==> src/rtl/intr_ctrl_multi.sv <==
// Multi-source interrupt controller: edge capture, enable mask, fixed-priority arbitration, held request handshake.
// Latency: irq_in rise -> pending at the next edge -> int_req one edge later (2 clocks total).
// Backpressure: the request is held until int_ack; no new request is raised until int_eoi returns to IDLE.
//
// Ports:
//   clk, reset         - clock and synchronous active-high reset
//   irq_in             - raw interrupt lines (synchronous to clk), captured on rising edge
//   mask_we, mask_in   - enable mask load strobe and value (1 = enabled)
//   int_ack, int_eoi   - processor accept and end-of-service strobes
//   int_req            - held interrupt request to the processor
//   int_id, int_vector - winning source index and its vector address
//   pending            - per-source pending bits (status)
//   in_service         - high while a service routine is running
module intr_ctrl_multi #(
    parameter int                    NUM_SRC    = 4,
    parameter int                    VEC_W      = 16,
    parameter logic [VEC_W-1:0]      BASE_VEC   = 16'h0002,
    parameter int                    VEC_STRIDE = 2,
    parameter logic [NUM_SRC-1:0]    MASK_RST   = '1,
    parameter int                    ID_W       = (NUM_SRC > 1) ? $clog2(NUM_SRC) : 1
) (
    input  logic                 clk,
    input  logic                 reset,
    input  logic [NUM_SRC-1:0]   irq_in,
    input  logic                 mask_we,
    input  logic [NUM_SRC-1:0]   mask_in,
    input  logic                 int_ack,
    input  logic                 int_eoi,
    output logic                 int_req,
    output logic [ID_W-1:0]      int_id,
    output logic [VEC_W-1:0]     int_vector,
    output logic [NUM_SRC-1:0]   pending,
    output logic                 in_service
);

    localparam int SUM_W = VEC_W + ID_W;

    typedef enum logic [1:0] {
        ST_IDLE    = 2'd0,
        ST_REQ     = 2'd1,
        ST_SERVICE = 2'd2
    } state_t;

    state_t              state;
    logic [NUM_SRC-1:0]  irq_prev;
    logic [NUM_SRC-1:0]  mask;
    logic [NUM_SRC-1:0]  rise;
    logic [NUM_SRC-1:0]  eligible;
    logic [NUM_SRC-1:0]  pending_nxt;
    logic [ID_W-1:0]     winner;

    // Vector arithmetic is done wide enough for the product, then wrapped to VEC_W.
    function automatic logic [VEC_W-1:0] vec_of(input logic [ID_W-1:0] id);
        logic [SUM_W-1:0] sum;
        sum = SUM_W'(BASE_VEC) + SUM_W'(id) * SUM_W'(VEC_STRIDE);
        return sum[VEC_W-1:0];
    endfunction

    assign rise     = irq_in & ~irq_prev;
    assign eligible = pending & mask;

    // Lowest set index wins: scan from the top so the last hit is the lowest.
    always_comb begin
        winner = '0;
        for (int i = NUM_SRC - 1; i >= 0; i--) begin
            if (eligible[i]) begin
                winner = ID_W'(i);
            end
        end
    end

    // Ack clears the in-flight source; a rise in the same cycle sets it again (set wins).
    always_comb begin
        pending_nxt = pending;
        if (state == ST_REQ && int_ack) begin
            pending_nxt[int_id] = 1'b0;
        end
        pending_nxt = pending_nxt | rise;
    end

    always_ff @(posedge clk) begin
        if (reset) begin
            state      <= ST_IDLE;
            irq_prev   <= irq_in;   // a line already high at release is not an edge
            mask       <= MASK_RST;
            pending    <= '0;
            int_req    <= 1'b0;
            in_service <= 1'b0;
            int_id     <= '0;
            int_vector <= BASE_VEC;
        end else begin
            irq_prev <= irq_in;
            pending  <= pending_nxt;
            if (mask_we) begin
                mask <= mask_in;
            end
            case (state)
                ST_IDLE: begin
                    if (|eligible) begin
                        int_id     <= winner;
                        int_vector <= vec_of(winner);
                        int_req    <= 1'b1;
                        state      <= ST_REQ;
                    end
                end
                ST_REQ: begin
                    // id/vector stay frozen here; a higher-priority arrival waits its turn.
                    if (int_ack) begin
                        int_req    <= 1'b0;
                        in_service <= 1'b1;
                        state      <= ST_SERVICE;
                    end
                end
                ST_SERVICE: begin
                    if (int_eoi) begin
                        in_service <= 1'b0;
                        state      <= ST_IDLE;
                    end
                end
                default: begin
                    int_req    <= 1'b0;
                    in_service <= 1'b0;
                    state      <= ST_IDLE;
                end
            endcase
        end
    end

endmodule

==> config.mk <==
export PLATFORM = sky130hd
export DESIGN_NAME = intr_ctrl_multi
export DESIGN_NICKNAME = d
export VERILOG_FILES = /design/src/rtl/intr_ctrl_multi.sv
export SDC_FILE = /design/constraint.sdc
export NUM_CORES = 1
export LEC_CHECK = 0
export ABC_AREA = 1
export CORE_ASPECT_RATIO = 0.7
export CORE_UTILIZATION = 30
export CTS_CLUSTER_SIZE = 14
export DETAILED_ROUTE_END_ITERATION = 8
export SKIP_LAST_GASP = 1
export SLEW_MARGIN = 20
export SYNTH_ARGS = -nofsm -noshare
export SYNTH_HDL_FRONTEND = slang
export SYNTH_SLANG_ARGS = --single-unit
==> constraint.sdc <==
create_clock -name clk -period 1.3 [get_ports clk]
set_input_delay 0.13 -clock clk [delete_from_list [all_inputs] [get_ports clk]]
set_output_delay 0.13 -clock clk [all_outputs]
set_load 0.005 [all_outputs]
[Word-level counts from Yosys, hierarchy flattened]
Index checks and enable logic that the tools add are counted.
Word-level totals
  register bits after elaboration: 34
  bits of input ports: 13
  output and inout bits: 24
  logic and storage cells: 49
Cells by class
  $add $sub $neg: 1
  $lt $le $gt $ge: 2
  equal/unequal tests: 5
  multiplexer cells: 17
  bitwise operators: 8
  reductions and logical operators: 8
Operators with widths (number)
  2-bit two-way mux: 7
  4-bit bitwise AND: 3
  3-bit AND reduction: 3
  4-bit NOT: 2
  2-bit != test (second input constant): 3
  1-bit one-hot mux with 3 select lines: 2
  2-bit one-hot mux with 3 select lines: 1
  1-bit two-way mux: 5
  2-bit by 3-bit adder with 4-bit output (first input constant): 1
  4-bit two-way mux: 1
  4-bit bitwise OR: 1
  4-bit OR reduction: 1
  2-bit by 3-bit less-than comparator with 1-bit output (second input constant): 1
  1-bit demux with 2-bit select: 1
  2-bit by 1-bit == test with 1-bit output (second input constant): 1
  2-bit == test (second input constant): 1
  2-bit by 1-bit greater-or-equal comparator with 1-bit output (second input constant): 1
  1-bit logical AND: 2
  2-bit logical NOT: 1
  1-bit NOT: 2
  2-bit AND reduction: 1

[Logic depth before layout (Yosys ltp)]
  depth after elaboration: 8
  mapped depth: 6
  depth with buffers taken out: 6

[Worst setup path before layout]
No wires, ideal clock.
  kind: reg-to-reg
  start: register pending[2]
  end: register int_vector[2]
  library setup time: 0.116 ns
  arrival: 1.084 ns
  data required time: 1.184 ns
  slack: 0.100 ns
  stages on the path, launching flop included: 7
  path buffers: 0
  period minus slack after synthesis: 1.200 ns
  cells stage by stage: dfxtp_1 -> nand2_2 -> nand3_1 -> a21oi_2 -> ha_1 -> o21ai_0 -> nor2_1
On the way
  longest elaborated chain between the ends: 5
  elaborated cells between the ends (all ways): 7
  those cells by class: add/sub: 1; mux: 3; bitwise: 1; reduce/logical: 2
RTL lines
  start: declaration: line 32  | output logic [NUM_SRC-1:0] pending,
  start signal: assignment: line 93  | pending <= pending_nxt;
  4-bit bitwise AND: line 60  | assign eligible = pending & mask;
  2-bit two-way mux (3 in series): line 66  | if (eligible[i]) begin
  net winner[0]: line 50  | logic [ID_W-1:0] winner;
  2-bit by 3-bit adder with 4-bit output: line 55  | sum = SUM_W'(BASE_VEC) + SUM_W'(id) * SUM_W'(VEC_STRIDE);
  end signal: assignment: line 101  | int_vector <= vec_of(winner);
  end: declaration: line 31  | output logic [VEC_W-1:0] int_vector,
The timed path passes the listed nets, and every way through them passes these cells.
A chain may end at the register's enable or synchronous reset.

[Worst setup path after layout]
  start: register int_id[1]
  end: output port int_id[1]
RTL lines
  start: declaration: line 30  | output logic [ID_W-1:0] int_id,
  start signal: assignment: line 100  | int_id <= winner;
No word-level cell between the ends.

==> out/results.ini <==
[cts]
holdBufCountCts = 0
cts_tree = done
clock_latency_ns = 0.25
clockBufferDepth = 2
cts.clk_slew.worst_paths_ns = 0.07
cts_buffers = 3
cts_root_buf = clkbuf_8
htreeDepth = 1
cts.sinks = 21

[sta]
maxSlewViolCount = 0
max_freq_ghz = 0.797
fin_skew_ns = 0.00338
final.min_clock_period_ns = 1.26
period_share_pct = 96.6
setup_slack_ns = 0.0447
rsz0062_at_grt = yes
hold_viol = 0
setup_viol = 0

[layout]
antenna_cells = 0
postLayoutCellArea_um2 = 1230
synthToLayoutAreaGrowth_pct = 32.9
drive_gt1_share_pct = 17.1
fin_nets = 161

[pwr]
p_seq_share_pct = 50.3
ir_worst_vdd_uv = 612
p_per_area_nw_per_um2 = 1210
p_int_uw = 1100
power.share.clock_pct = 27.8
p_sw_uw = 400
combinationalPowerShare_pct = 21.9
p_leak_uw = 0.000560
switching_share_pct = 26.8

[floorplan]
io_pins = 37
core_area_um2 = 2860
start_util_pct = 32.4
chipWidth_um = 68.5
die_height_um = 48.5
die-area_um2 = 3320
rows = 16

[critical_path]
arrival_ns = 1.13
critPathBufInv = 1
worstSetupPathType = register to output pin
critPathTopFamily = buffers and inverters
rr_startpoint = pending[2]
cp_slowest_cell = clkdlybuf4s50_1
cp_max_fo = 5
path_cells = clkdlybuf4s50_1
max_stage_delay_ns = 0.50
crit_required_ns = 1.17
cp-startpoint = int_id[1]
start_kind = register
end_kind = output pin
regToRegSetupSlack_ns = 0.07

[job]
max-cap-violations = 0

[route]
wl_per_cell_um = 10.1
drcViolationCount = 0
drtIter0Drc = 21
num_vias = 779
via_per_inst = 4.28
ant_nets = 0
drtPass1Iterations = 4
wirelength_um = 1830

[synthesis]
synth_top_area_cell = dfxtp_1
yosys_warnings = 0
yosysSeqAreaShare_pct = 45.3
syn-cell-area_um2 = 928
synth_area_leaders = dfxtp_1 (45%), buf_4 (11%), nand2_1 (10%)
synth_seq_cells = 21
synth_top_area_share_pct = 45.3
synth_cells = 118
avgSynthCellArea_um2 = 7.87
yosysUniqueCellTypes = 17

[global_routing]
antenna_found_initial = 0
first_global_vias = 714
grt.total_usage_pct = 12.5
overflow = 0
grt_pass1_wl_um = 3070
grt_max_degree = 12

[worst_hold_path]
hp-start = irq_in[2]
hold_path.class = input pin to register

[placement]
portBuffers = 23
placed_cell_area_um2 = 1160
place_ws_ns = -0.0119
place_congestion = 0.777
dp_hpwl_um = 1400

[status]
status = completed

-- placed cells by master (no fill, tap or decap) --
cell type / netlist / final
nor2_1: 7 / 7
clkdlybuf4s50_1: 0 / 22
conb_1: 1 / 13
ha_1: 1 / 1
o211ai_1: 1 / 1
clkbuf_1: 1 / 1
inv_2: 1 / 1
inv_1: 12 / 12
nand2_2: 6 / 6
buf_4: 13 / 3
dfxtp_4: 0 / 2
dfxtp_2: 0 / 4
dlymetal6s2s_1: 0 / 1
a21oi_2: 2 / 3
o21ai_0: 7 / 6
o21ai_4: 1 / 1
dfxtp_1: 21 / 15
nor2_4: 2 / 2
nand2_1: 25 / 25
o21ai_1: 0 / 1
clkbuf_8: 0 / 3
a21oi_1: 10 / 9
nand3_1: 7 / 7
-- worst reg2reg max path: stages (launching register included) --
cell     delay [ns]
dfxtp_2        0.34
nand2_2        0.10
nand3_1        0.09
a21oi_2        0.18
ha_1           0.25
o21ai_1        0.13
nor2_1         0.05
-- worst paths after layout --
kind / to / depth (start not counted)
worst max-delay path: int_id[1] / 1
worst max register to register: int_vector[2] / 6
worst min-delay path: irq_prev[2] / 1
worst min register to register: int_vector[1] / 2
-- metrics by stage --
| step | utilization, % | total power (uW) | setup TNS [ns] | hold slack, ns | cells |
|---|---|---|---|---|---|
| after floorplan | - | 956 | 0 | 0.158 | 130 |
| final | 43.1 | 1500 | 0 | 0.340 | 182 |
| after CTS | 42.5 | 1510 | -0.0110 | 0.333 | 181 |
| after global routing | 43.1 | 1600 | 0 | 0.342 | 182 |
| after global placement | 40.6 | 1080 | 0 | 0.458 | 177 |
| after detailed placement | 40.6 | 1080 | -0.0119 | 0.464 | 177 |
-- per-layer routing --
| layer | vias up | GRT usage (%) | part of all wire (%) |
|---|---|---|---|
| li1 | 402 | - | - |
| met1 | 343 | 17.0 | 51 |
| met2 | 32 | 18.1 | 41 |
| met3 | 2 | 5.90 | 8.0 |
| met4 | 0 | 2.08 | 0.44 |
| met5 | - | 0 | 0 |
-- state kept, by name, indices dropped and copies added, names as in the netlist --
| register | cells |
|---|---|
| irq_prev | 4 |
| mask | 4 |
| pending | 4 |
| int_vector | 3 |
| int_id | 2 |
| state | 2 |
| in_service | 1 |
| int_req | 1 |
-- power by group through the flow --
stage,Sequential [uW],Clock [uW],Combinational (uW)
finish,752,416,328
global route,761,466,369
CTS,752,435,324
detailed placement,764,0,319
global placement,764,0,314
floorplan,758,0,198
-- Yosys cell counts (all sizes together) --
library cell,n
nand2,31
dfxtp,21
buf,13
inv,13
a21oi,12
nor2,9
o21ai,8
nand3,7
clkbuf,1
conb,1
ha,1
o211ai,1
-- logic make-up after synthesis --
group	Yosys count	synth area share [%]
simple gates	47	23.2
flops	21	45.3
compound gates	21	13.6
fa+ha+maj	1	1.35
other cells	1	0.404
buf+inv	27	16.2
-- layout make-up --
cell class	instances	area [um^2]
Tap cell	36	45.0
Clock buffer	4	45.0
Fill cell	295	1630
Sequential cell	21	433
Inverter	13	48.8
Timing Repair Buffer	26	255
Multi-Input combinational cell	82	407
-- repair_timing --
item,CTS,global route
pin swaps,0,1
endpoints found under the setup margin,5,5
setup buffers,0,1
gates resized for setup,5,6
Power figures use the tool's default switching activity.
